==> config.mk <==
export PLATFORM = sky130hd
export DESIGN_NAME = tri_fetch_stream
export DESIGN_NICKNAME = d
export VERILOG_FILES = /design/src/rtl/tri_fetch_stream.sv
export SDC_FILE = /design/constraint.sdc
export NUM_CORES = 2
export LEC_CHECK = 0
export BUFFER_PORTS_ARGS = -buffer_cell sky130_fd_sc_hd__buf_2
export CAP_MARGIN = 20
export CORE_MARGIN = 2
export CORE_UTILIZATION = 55
export CTS_CLUSTER_SIZE = 10
export DETAILED_ROUTE_END_ITERATION = 12
export PLACE_DENSITY_LB_ADDON = 0.12
export REMOVE_ABC_BUFFERS = 1
export SLEW_MARGIN = 20
export SYNTH_ARGS = -nofsm -noshare
export SYNTH_HDL_FRONTEND = slang
export SYNTH_SLANG_ARGS = --single-unit
==> constraint.sdc <==
create_clock -name clk_in -period 22.7 [get_ports clk_in]
set_input_delay 5.675 -clock clk_in [delete_from_list [all_inputs] [get_ports clk_in]]
set_output_delay 5.675 -clock clk_in [all_outputs]
set_load 0.01 [all_outputs]
==> src/rtl/tri_fetch_stream.sv <==
// tri_fetch_stream: walks one object's triangle list in a fixed-latency BRAM
// and emits assembled triangles (normal + three vertices) over valid/ready.
//
// state  | meaning
// -------+-------------------------------------------------------------
// S_IDLE | waiting for go; latches count and issues the first row
// S_RUN  | issuing rows, assembling triangles, until last handshake
// S_DONE | single cycle with obj_done high, then back to S_IDLE
module tri_fetch_stream #(
  parameter int WIDTH       = 32,
  parameter int ADDR_W      = 12,
  parameter int COUNT_W     = 10,
  parameter int ROM_LATENCY = 2,
  parameter int FIFO_DEPTH  = 8
) (
  input  logic                          clk_in,
  input  logic                          rst_in,
  input  logic                          go,
  input  logic [ADDR_W-1:0]             base_addr_in,
  input  logic [COUNT_W-1:0]            tri_count_in,
  output logic [ADDR_W-1:0]             mem_addr_out,
  output logic                          mem_en_out,
  input  logic [3*WIDTH-1:0]            mem_data_in,
  output logic [3:0][2:0][WIDTH-1:0]    tri_out,
  output logic                          valid_out,
  input  logic                          ready_in,
  output logic [COUNT_W-1:0]            tri_index_out,
  output logic                          obj_done,
  output logic                          busy_out
);

  localparam int PTR_W  = (FIFO_DEPTH > 1) ? $clog2(FIFO_DEPTH) : 1;
  localparam int OCC_W  = $clog2(FIFO_DEPTH + 1);
  localparam int ROWS_W = COUNT_W + 2;
  localparam int CRED_W = $clog2(FIFO_DEPTH + ROM_LATENCY + 2) + 1;

  typedef enum logic [1:0] {S_IDLE, S_RUN, S_DONE} state_t;

  state_t                      state_q, state_d;
  logic [COUNT_W-1:0]          count_q, count_d;
  logic [ROWS_W-1:0]           rows_q, rows_d;
  logic [ADDR_W-1:0]           mem_addr_q, mem_addr_d;
  logic                        mem_en_q, mem_en_d;
  logic [ROM_LATENCY-1:0]      inflt_q, inflt_d;

  logic [3*WIDTH-1:0]          fifo_mem [FIFO_DEPTH];
  logic [PTR_W-1:0]            wr_ptr_q, wr_ptr_d;
  logic [PTR_W-1:0]            rd_ptr_q, rd_ptr_d;
  logic [OCC_W-1:0]            occ_q, occ_d;

  logic [1:0]                  slot_q, slot_d;
  logic [2:0][3*WIDTH-1:0]     hold_q, hold_d;
  logic [3:0][2:0][WIDTH-1:0]  tri_q, tri_d;
  logic                        valid_q, valid_d;
  logic [COUNT_W-1:0]          idx_q, idx_d;
  logic [COUNT_W-1:0]          loaded_q, loaded_d;

  logic                        go_acc;
  logic                        push;
  logic                        pop;
  logic                        load;
  logic                        fifo_empty;
  logic                        last_hs;
  logic                        can_issue;
  logic [3*WIDTH-1:0]          head;
  logic [CRED_W-1:0]           inflight;
  logic [CRED_W-1:0]           cred_used;

  function automatic logic [PTR_W-1:0] ptr_inc(input logic [PTR_W-1:0] p);
    if (p == PTR_W'(FIFO_DEPTH - 1)) return '0;
    return p + 1'b1;
  endfunction

  assign go_acc     = (state_q == S_IDLE) && go;
  assign push       = inflt_q[ROM_LATENCY-1];
  assign fifo_empty = (occ_q == '0);
  assign head       = fifo_mem[rd_ptr_q];
  assign pop        = !fifo_empty && ((slot_q != 2'd3) || !valid_q || ready_in);
  assign load       = pop && (slot_q == 2'd3);
  assign last_hs    = (state_q == S_RUN) && valid_q && ready_in &&
                      (idx_q == count_q - COUNT_W'(1));

  // Rows issued but not yet in the FIFO: the address register plus the latency pipe.
  always_comb begin
    inflight = CRED_W'(mem_en_q);
    for (int i = 0; i < ROM_LATENCY; i++) begin
      inflight = inflight + CRED_W'(inflt_q[i]);
    end
  end

  assign cred_used = inflight + CRED_W'(occ_q);
  assign can_issue = (rows_q < {count_q, 2'b00}) && (cred_used < CRED_W'(FIFO_DEPTH));

  // FSM next state and row issue; the first row goes out on the go cycle itself.
  always_comb begin
    state_d    = state_q;
    count_d    = count_q;
    rows_d     = rows_q;
    mem_addr_d = mem_addr_q;
    mem_en_d   = 1'b0;
    case (state_q)
      S_IDLE: begin
        if (go) begin
          count_d = tri_count_in;
          rows_d  = '0;
          if (tri_count_in == '0) begin
            state_d = S_DONE;
          end else begin
            state_d    = S_RUN;
            mem_en_d   = 1'b1;
            mem_addr_d = base_addr_in;
            rows_d     = ROWS_W'(1);
          end
        end
      end
      S_RUN: begin
        if (can_issue) begin
          mem_en_d   = 1'b1;
          mem_addr_d = mem_addr_q + 1'b1;
          rows_d     = rows_q + 1'b1;
        end
        if (last_hs) state_d = S_DONE;
      end
      S_DONE:  state_d = S_IDLE;
      default: state_d = S_IDLE;
    endcase
  end

  // Valid pipe tracking outstanding reads; its tail marks returning data.
  always_comb begin
    inflt_d[0] = mem_en_q;
    for (int i = 1; i < ROM_LATENCY; i++) begin
      inflt_d[i] = inflt_q[i-1];
    end
  end

  // FIFO pointer and occupancy updates.
  always_comb begin
    wr_ptr_d = push ? ptr_inc(wr_ptr_q) : wr_ptr_q;
    rd_ptr_d = pop  ? ptr_inc(rd_ptr_q) : rd_ptr_q;
    occ_d    = occ_q + OCC_W'(push) - OCC_W'(pop);
  end

  // Triangle assembly: slots 0..2 park rows, slot 3 loads the output register.
  always_comb begin
    slot_d   = slot_q;
    hold_d   = hold_q;
    tri_d    = tri_q;
    valid_d  = valid_q;
    idx_d    = idx_q;
    loaded_d = loaded_q;
    if (valid_q && ready_in) valid_d = 1'b0;
    if (pop) begin
      slot_d = slot_q + 2'd1;
      case (slot_q)
        2'd0:    hold_d[0] = head;
        2'd1:    hold_d[1] = head;
        2'd2:    hold_d[2] = head;
        default: begin
          tri_d    = {head, hold_q};
          valid_d  = 1'b1;
          idx_d    = loaded_q;
          loaded_d = loaded_q + 1'b1;
        end
      endcase
    end
    if (go_acc) loaded_d = '0;
  end

  // Control, issue and FIFO bookkeeping registers.
  always_ff @(posedge clk_in) begin
    if (rst_in) begin
      state_q    <= S_IDLE;
      count_q    <= '0;
      rows_q     <= '0;
      mem_addr_q <= '0;
      mem_en_q   <= 1'b0;
      inflt_q    <= '0;
      wr_ptr_q   <= '0;
      rd_ptr_q   <= '0;
      occ_q      <= '0;
    end else begin
      state_q    <= state_d;
      count_q    <= count_d;
      rows_q     <= rows_d;
      mem_addr_q <= mem_addr_d;
      mem_en_q   <= mem_en_d;
      inflt_q    <= inflt_d;
      wr_ptr_q   <= wr_ptr_d;
      rd_ptr_q   <= rd_ptr_d;
      occ_q      <= occ_d;
    end
  end

  // Row storage; contents are don't-care while the pointers say empty.
  always_ff @(posedge clk_in) begin
    if (push) fifo_mem[wr_ptr_q] <= mem_data_in;
  end

  // Assembly slots and output register.
  always_ff @(posedge clk_in) begin
    if (rst_in) begin
      slot_q   <= '0;
      hold_q   <= '0;
      tri_q    <= '0;
      valid_q  <= 1'b0;
      idx_q    <= '0;
      loaded_q <= '0;
    end else begin
      slot_q   <= slot_d;
      hold_q   <= hold_d;
      tri_q    <= tri_d;
      valid_q  <= valid_d;
      idx_q    <= idx_d;
      loaded_q <= loaded_d;
    end
  end

  assign mem_addr_out  = mem_addr_q;
  assign mem_en_out    = mem_en_q;
  assign tri_out       = tri_q;
  assign valid_out     = valid_q;
  assign tri_index_out = idx_q;
  assign obj_done      = (state_q == S_DONE);
  assign busy_out      = (state_q != S_IDLE);

  // Credits must keep the row FIFO within bounds.
  a_no_overflow: assert property (@(posedge clk_in) disable iff (rst_in)
    !(push && !pop && (occ_q == OCC_W'(FIFO_DEPTH))));
  a_no_underflow: assert property (@(posedge clk_in) disable iff (rst_in)
    !(pop && fifo_empty));

endmodule

# --- After elaboration in Yosys (flattened, before gate mapping) ---
# Memories as Yosys holds them, arrays and structs flattened. A register that Yosys moved wholly into a read port is not among the register bits.
# Cells that the tools add are included.
op_classes:
  bitwise_logic: 1
  magnitude_cmp: 2
  eq_ne: 12
  n_reduce_logical: 27
  addsub: 12
  mux: 29
op_table:
  columns: ["operator", "count"]
  rows:
  - ["$mux 12", 5]
  - ["$pmux 12 s2", 2]
  - ["$add 12x1->12 const B", 2]
  - ["$mux 3", 6]
  - ["$lt 12x12->1", 1]
  - ["$reduce_and 2->1", 6]
  - ["$mux 1", 11]
  - ["$add 10x1->10 const B", 1]
  - ["$eq 10x10->1", 1]
  - ["$logic_not 10->1", 1]
  - ["$ne 2x2->1 const B", 5]
  - ["$sub 10x1->10 const B", 1]
  - ["$logic_and 1x1->1", 7]
  - ["$add 3x1->3 const B", 2]
  - ["$eq 3x3->1 const B", 2]
  - ["$mux 2", 3]
  - ["$add 3x4->5", 1]
  - ["$lt 5x4->1 const B", 1]
  - ["$add 4x1->4", 1]
  - ["$eq 2x1->1 const B", 2]
  - ["$eq 2x2->1 const B", 2]
  - ["$logic_not 2->1", 2]
  - ["$logic_not 4->1", 1]
  - ["$pmux 2 s2", 1]
  - ["13 further kinds", 16]
word_totals:
  input_bits: 122
  ram_bits: 768
  n_memories: 1
  wordCells: 112
  reg_bits: 744
memory_table:
  columns: ["name", "depth", "word_bits", "rd", "rd_ports_with_merged_regs", "write_ports", "line_no", "text"]
  rows:
  - ["fifo_mem", 8, 96, 1, 1, 1, "46", "logic [3*WIDTH-1:0] fifo_mem [FIFO_DEPTH];"]

# --- Logic depth before layout (Yosys ltp) ---
logic_depth:
  word_depth: 7
  ltp_mapped: 12
  depth_no_buf: 10

# --- Worst setup path after synthesis ---
# No wires, ideal clock.
synth_path:
  path_kind: "register to register"
  start: "register inflt_q[1]"
  end: "memory fifo_mem[0][0] in the netlist's numbering (enable)"
  path_slack_ps: 14986
  setup_time_ps: 668
  required_time_ps: 22032
  period_less_slack_ps: 7714
  arrival_ps: 7046
  path_stages_with_launch: 4
  cell_sequence: "dfxtp_1 buf_6 nand2b_1 nor3_1"
synth_between:
  elab_chain_cells: 2
synth_rtl:
  columns: ["element", "line_no", "text"]
  rows:
  - ["from (decl)", "44", "logic [ROM_LATENCY-1:0] inflt_q, inflt_d;"]
  - ["from (signal assigned)", "188", "inflt_q <= inflt_d;"]
  - ["$mux 1", "197", "if (push) fifo_mem[wr_ptr_q] <= mem_data_in;"]
  - ["$mux 1 (implied by the code)", "197", null]
  - ["to (decl)", "46", null]
# Every way passes these cells.

# --- Worst setup path after layout ---
layout_path:
  start: "input port ready_in"
  end: "register tri_q (netlist bit tri_out[355])"
layout_between:
  elab_chain_cells: 3
layout_rtl:
  columns: ["element", "line_no", "text"]
  rows:
  - ["from (decl)", "26", "input logic ready_in,"]
  - ["$logic_or 1x1->1", "78", "assign pop = !fifo_empty && ((slot_q != 2'd3) || !valid_q || ready_in);"]
  - ["$logic_and 1x1->1", "78", null]
  - ["$reduce_and 2->1 (no line)", null, null]
  - ["to (signal assigned)", "212", "tri_q <= tri_d;"]
  - ["to (decl)", "53", "logic [3:0][2:0][WIDTH-1:0] tri_q, tri_d;"]
# Every way passes these cells.
# A chain may end at the register's enable or synchronous reset.

==> metrics.csv <==
stage,metric,value,unit
status,status,"finished, final reports clean",
worst_setup_path,cp-start-kind,primary input,
floorplan,die_w,320,um
hold_path,hold_class,flop to flop,
clocking,post_cts_resized,0,
synth,synth_edf_count,768,
power,power_frac_clock,33.8,%
clocking,numCtsBuffers,170,
synth,avgSynthCellArea,13.3,um^2
routing,postRouteAntennaNets,0,
global_route,grt_use_met2,38.9,%
power,peakVddDrop,0.0689,mV
sta,timing.setup.tns,0,ns
global_route,grt_pass1_vias,32691,
global_route,grt_max_degree,99,
routing,routed_via_density,5.63,
floorplan,die_y,320,um
synth,ys_types,59,
power,p_sw_share,29.0,%
global_route,busiest_layer,met2,
finish,area_growth,15.5,%
sta,setup_viol,0,
clocking,cts_root_buffer,clkbuf_16,
floorplan,io_pins,532,
finish,finalCoreUtilization,64.3,%
clocking,hold_buffers,0,
synth,synthXorXnorAreaFrac,0.494,%
synth,ys_warn_count,0,
sta,finalMaxSlewViolations,0,
routing,wl,124,mm
synth,synth.most_common_cell,edfxtp_1,
synth,yosysTopAreaCell,edfxtp_1,
floorplan,floorplan.die_area,102000,um^2
global_route,use_met1,32.8,%
sta,period_minus_slack,8.93,ns
sta,final_hold_viol_count,0,
clocking,cts_setup_buffers,0,
clocking,h-tree-depth,4,
sta,finalCritPeriodShare,39.4,%
routing,vias,33802,
worst_setup_path,critical_path.endpoint_type,flop,
job,cap_violations,0,
synth,synth_common_cells,"edfxtp_1 (768), dfxtp_1 (747), nand2_1 (639)",
sta,worstMarginPinSlew,1.09,ns
placed_design,gp_congestion,0.818,
routing,wl_per_cell,20.7,um
global_route,grt_pass1_wl,191,mm
sta,max_freq,112,MHz
worst_setup_path,worstPathMaxFanout,98,
routing,dr.pass1.iters,7,
clocking,clk_latency,0.77,ns
synth,async_flop_share,0,%
synth,synth_simple_gate_area_share,8.38,%
routing,drt_iter0_drc,2570,
clocking,clk_pin_slew,0.05,ns
worst_setup_path,required,23.36,ns
synth,synthAdderAreaFrac,0.733,%
synth,synth_top_family_by_area,multiplexers,
finish,fillerInstances,7531,
clocking,cts_sinks,1515,
synth,synth_compound_area_share,9.09,%
synth,synthTopCellsByArea,"edfxtp_1 (42%), dfxtp_1 (27%), mux4_2 (7.9%)",
floorplan,initial_utilization,55.7,%
power,power_density,115,nW/um^2
floorplan,num_rows,115,
global_route,met3_usage,5.43,%
global_route,grt-ovfl-total,0,
floorplan,core_area,98700,um^2
synth,syn_inst,4142,
global_route,grtUsageTotal,24.1,%
power,combPwrFrac,20.6,%
power,p_switching,0.00211,W
placed_design,dpl.hpwl,71.4,mm
synth,synth_mux_area_share,9.75,%
synth,synth_seq_area_share,69.2,%
sta,skew,0.0155,ns
synth,synth_seq_cells,1515,
worst_setup_path,worstSetupPathType,primary input to flop,
placed_design,port_buffers,531,
synth,netlist_area,54900,um^2
power,pwr-share-seq,45.6,%
synth,ys.flop_type,edfxtp_1,
finish,drive_above_1_share,20.9,%
routing,drc,0,
sta,rsz0062_at_grt,no,
finish,nets,4744,
sta,relSlewSlack,25.0,%
synth,synth_top_area_share,42.0,%
clocking,cts_tree,built,
power,intPower,0.00518,W
power,leakage,21.9,nW
worst_setup_path,cp.arrival,9.60,ns
global_route,antenna_found_initial,33,
clocking,clk_path_buf_depth,3,
logic make-up after synthesis:
family	count (synthesis)
buffers and inverters	325
flip-flops	1515
multiplexers	295
XOR/XNOR	31
adder cells (fa/ha/maj)	31
AND/OR/NAND/NOR	1167
AO/OA/AOI/OAI	778
through the flow:
step	setup WS, ns	instance area [um^2]	total power [W]	cells	hold slack (ns)
global route	13.49	63400	0.00766	6000	0.458
CTS	13.82	63400	0.00738	5995	0.443
global placement	12.85	58400	0.00488	5705	0.435
finish	13.77	63400	0.00730	6003	0.440
floorplan	6.63	53700	0.00471	3839	0.426
detailed placement	13.03	58500	0.00491	5706	0.443
metal layers:
| layer | up-vias | share of wire, % |
|---|---|---|
| met4 | 36 | 2.3 |
| li1 | 16037 | - |
| met2 | 910 | 48 |
| met3 | 232 | 6.3 |
| met5 | - | 0.19 |
| met1 | 16587 | 43 |
final timing paths:
kind               start            to  slack (ns)  depth (start not counted)
max             ready_in  tri_out[355]       13.77                          9
min          hold_q[147]  tri_out[147]        0.44                          2
max reg2reg     occ_q[2]  tri_out[355]       18.25                          9
min reg2reg  hold_q[147]  tri_out[147]        0.44                          2
power groups by stage:
| stage | sequential, W | clock, W | combinational (W) |
|---|---|---|---|
| after floorplan | 0.00345 | 0 | 0.00125 |
| after global placement | 0.00338 | 0 | 0.00150 |
| after detailed placement | 0.00339 | 0 | 0.00152 |
| after CTS | 0.00333 | 0.00252 | 0.00153 |
| after global routing | 0.00337 | 0.00263 | 0.00166 |
| final | 0.00333 | 0.00246 | 0.00150 |
sequential cells by signal, summed over array words and instances (netlist names), named ones only:
register / cells
count_q: 10
fifo_mem: 768
hold_q: 288
inflt_q: 2
loaded_q: 10
mem_addr_out: 12
mem_en_out: 1
occ_q: 4
rd_ptr_q: 3
rows_q: 12
slot_q: 2
state_q: 2
tri_index_out: 10
tri_out: 384
valid_out: 1
wr_ptr_q: 3
layout make-up:
cell class                      count  area, um^2  share of cell area (%)
Tap cell                         1287        1610                    2.54
Multi-Input combinational cell   2302       15700                    24.8
Clock buffer                      278        4770                    7.53
Sequential cell                  1515       38000                    60.0
Antenna cell                        8        20.0                  0.0316
Timing Repair Buffer              580        3040                    4.79
Inverter                           22        82.6                   0.130
Clock inverter                     11         175                   0.276
placed cells by master (no fill, tap or decap), types with 4 or more instances in the layout:
cell,netlist,layout
a211oi_1,385,385
a21oi_1,333,333
a31oi_1,4,4
and2_1,5,4
and2_4,0,4
and3_1,5,5
buf_2,48,530
buf_4,1,49
clkbuf_1,238,101
clkbuf_16,0,174
dfxtp_1,747,744
diode_2,0,8
edfxtp_1,768,768
ha_1,29,29
inv_1,22,22
inv_16,0,5
mux2i_1,103,103
mux4_2,192,192
nand2_1,639,638
nand2b_1,11,11
nand3_1,18,18
nand4_1,12,12
nor2_1,436,430
nor2_4,0,6
nor2b_1,6,6
nor3_1,10,8
nor4_1,4,4
o21a_1,4,4
o21ai_0,19,19
o31ai_1,4,4
or3_1,4,4
xnor2_1,11,11
xor2_1,20,20
worst max-delay path: stages:
cell      delay [ns]
buf_2           0.09
nor2b_1         0.08
a32oi_1         0.58
buf_4           0.28
and2_4          0.76
buf_4           0.73
buf_4           0.85
nor2_1          0.09
a211oi_1        0.28
No activity file was read; power rests on OpenSTA's default activity.
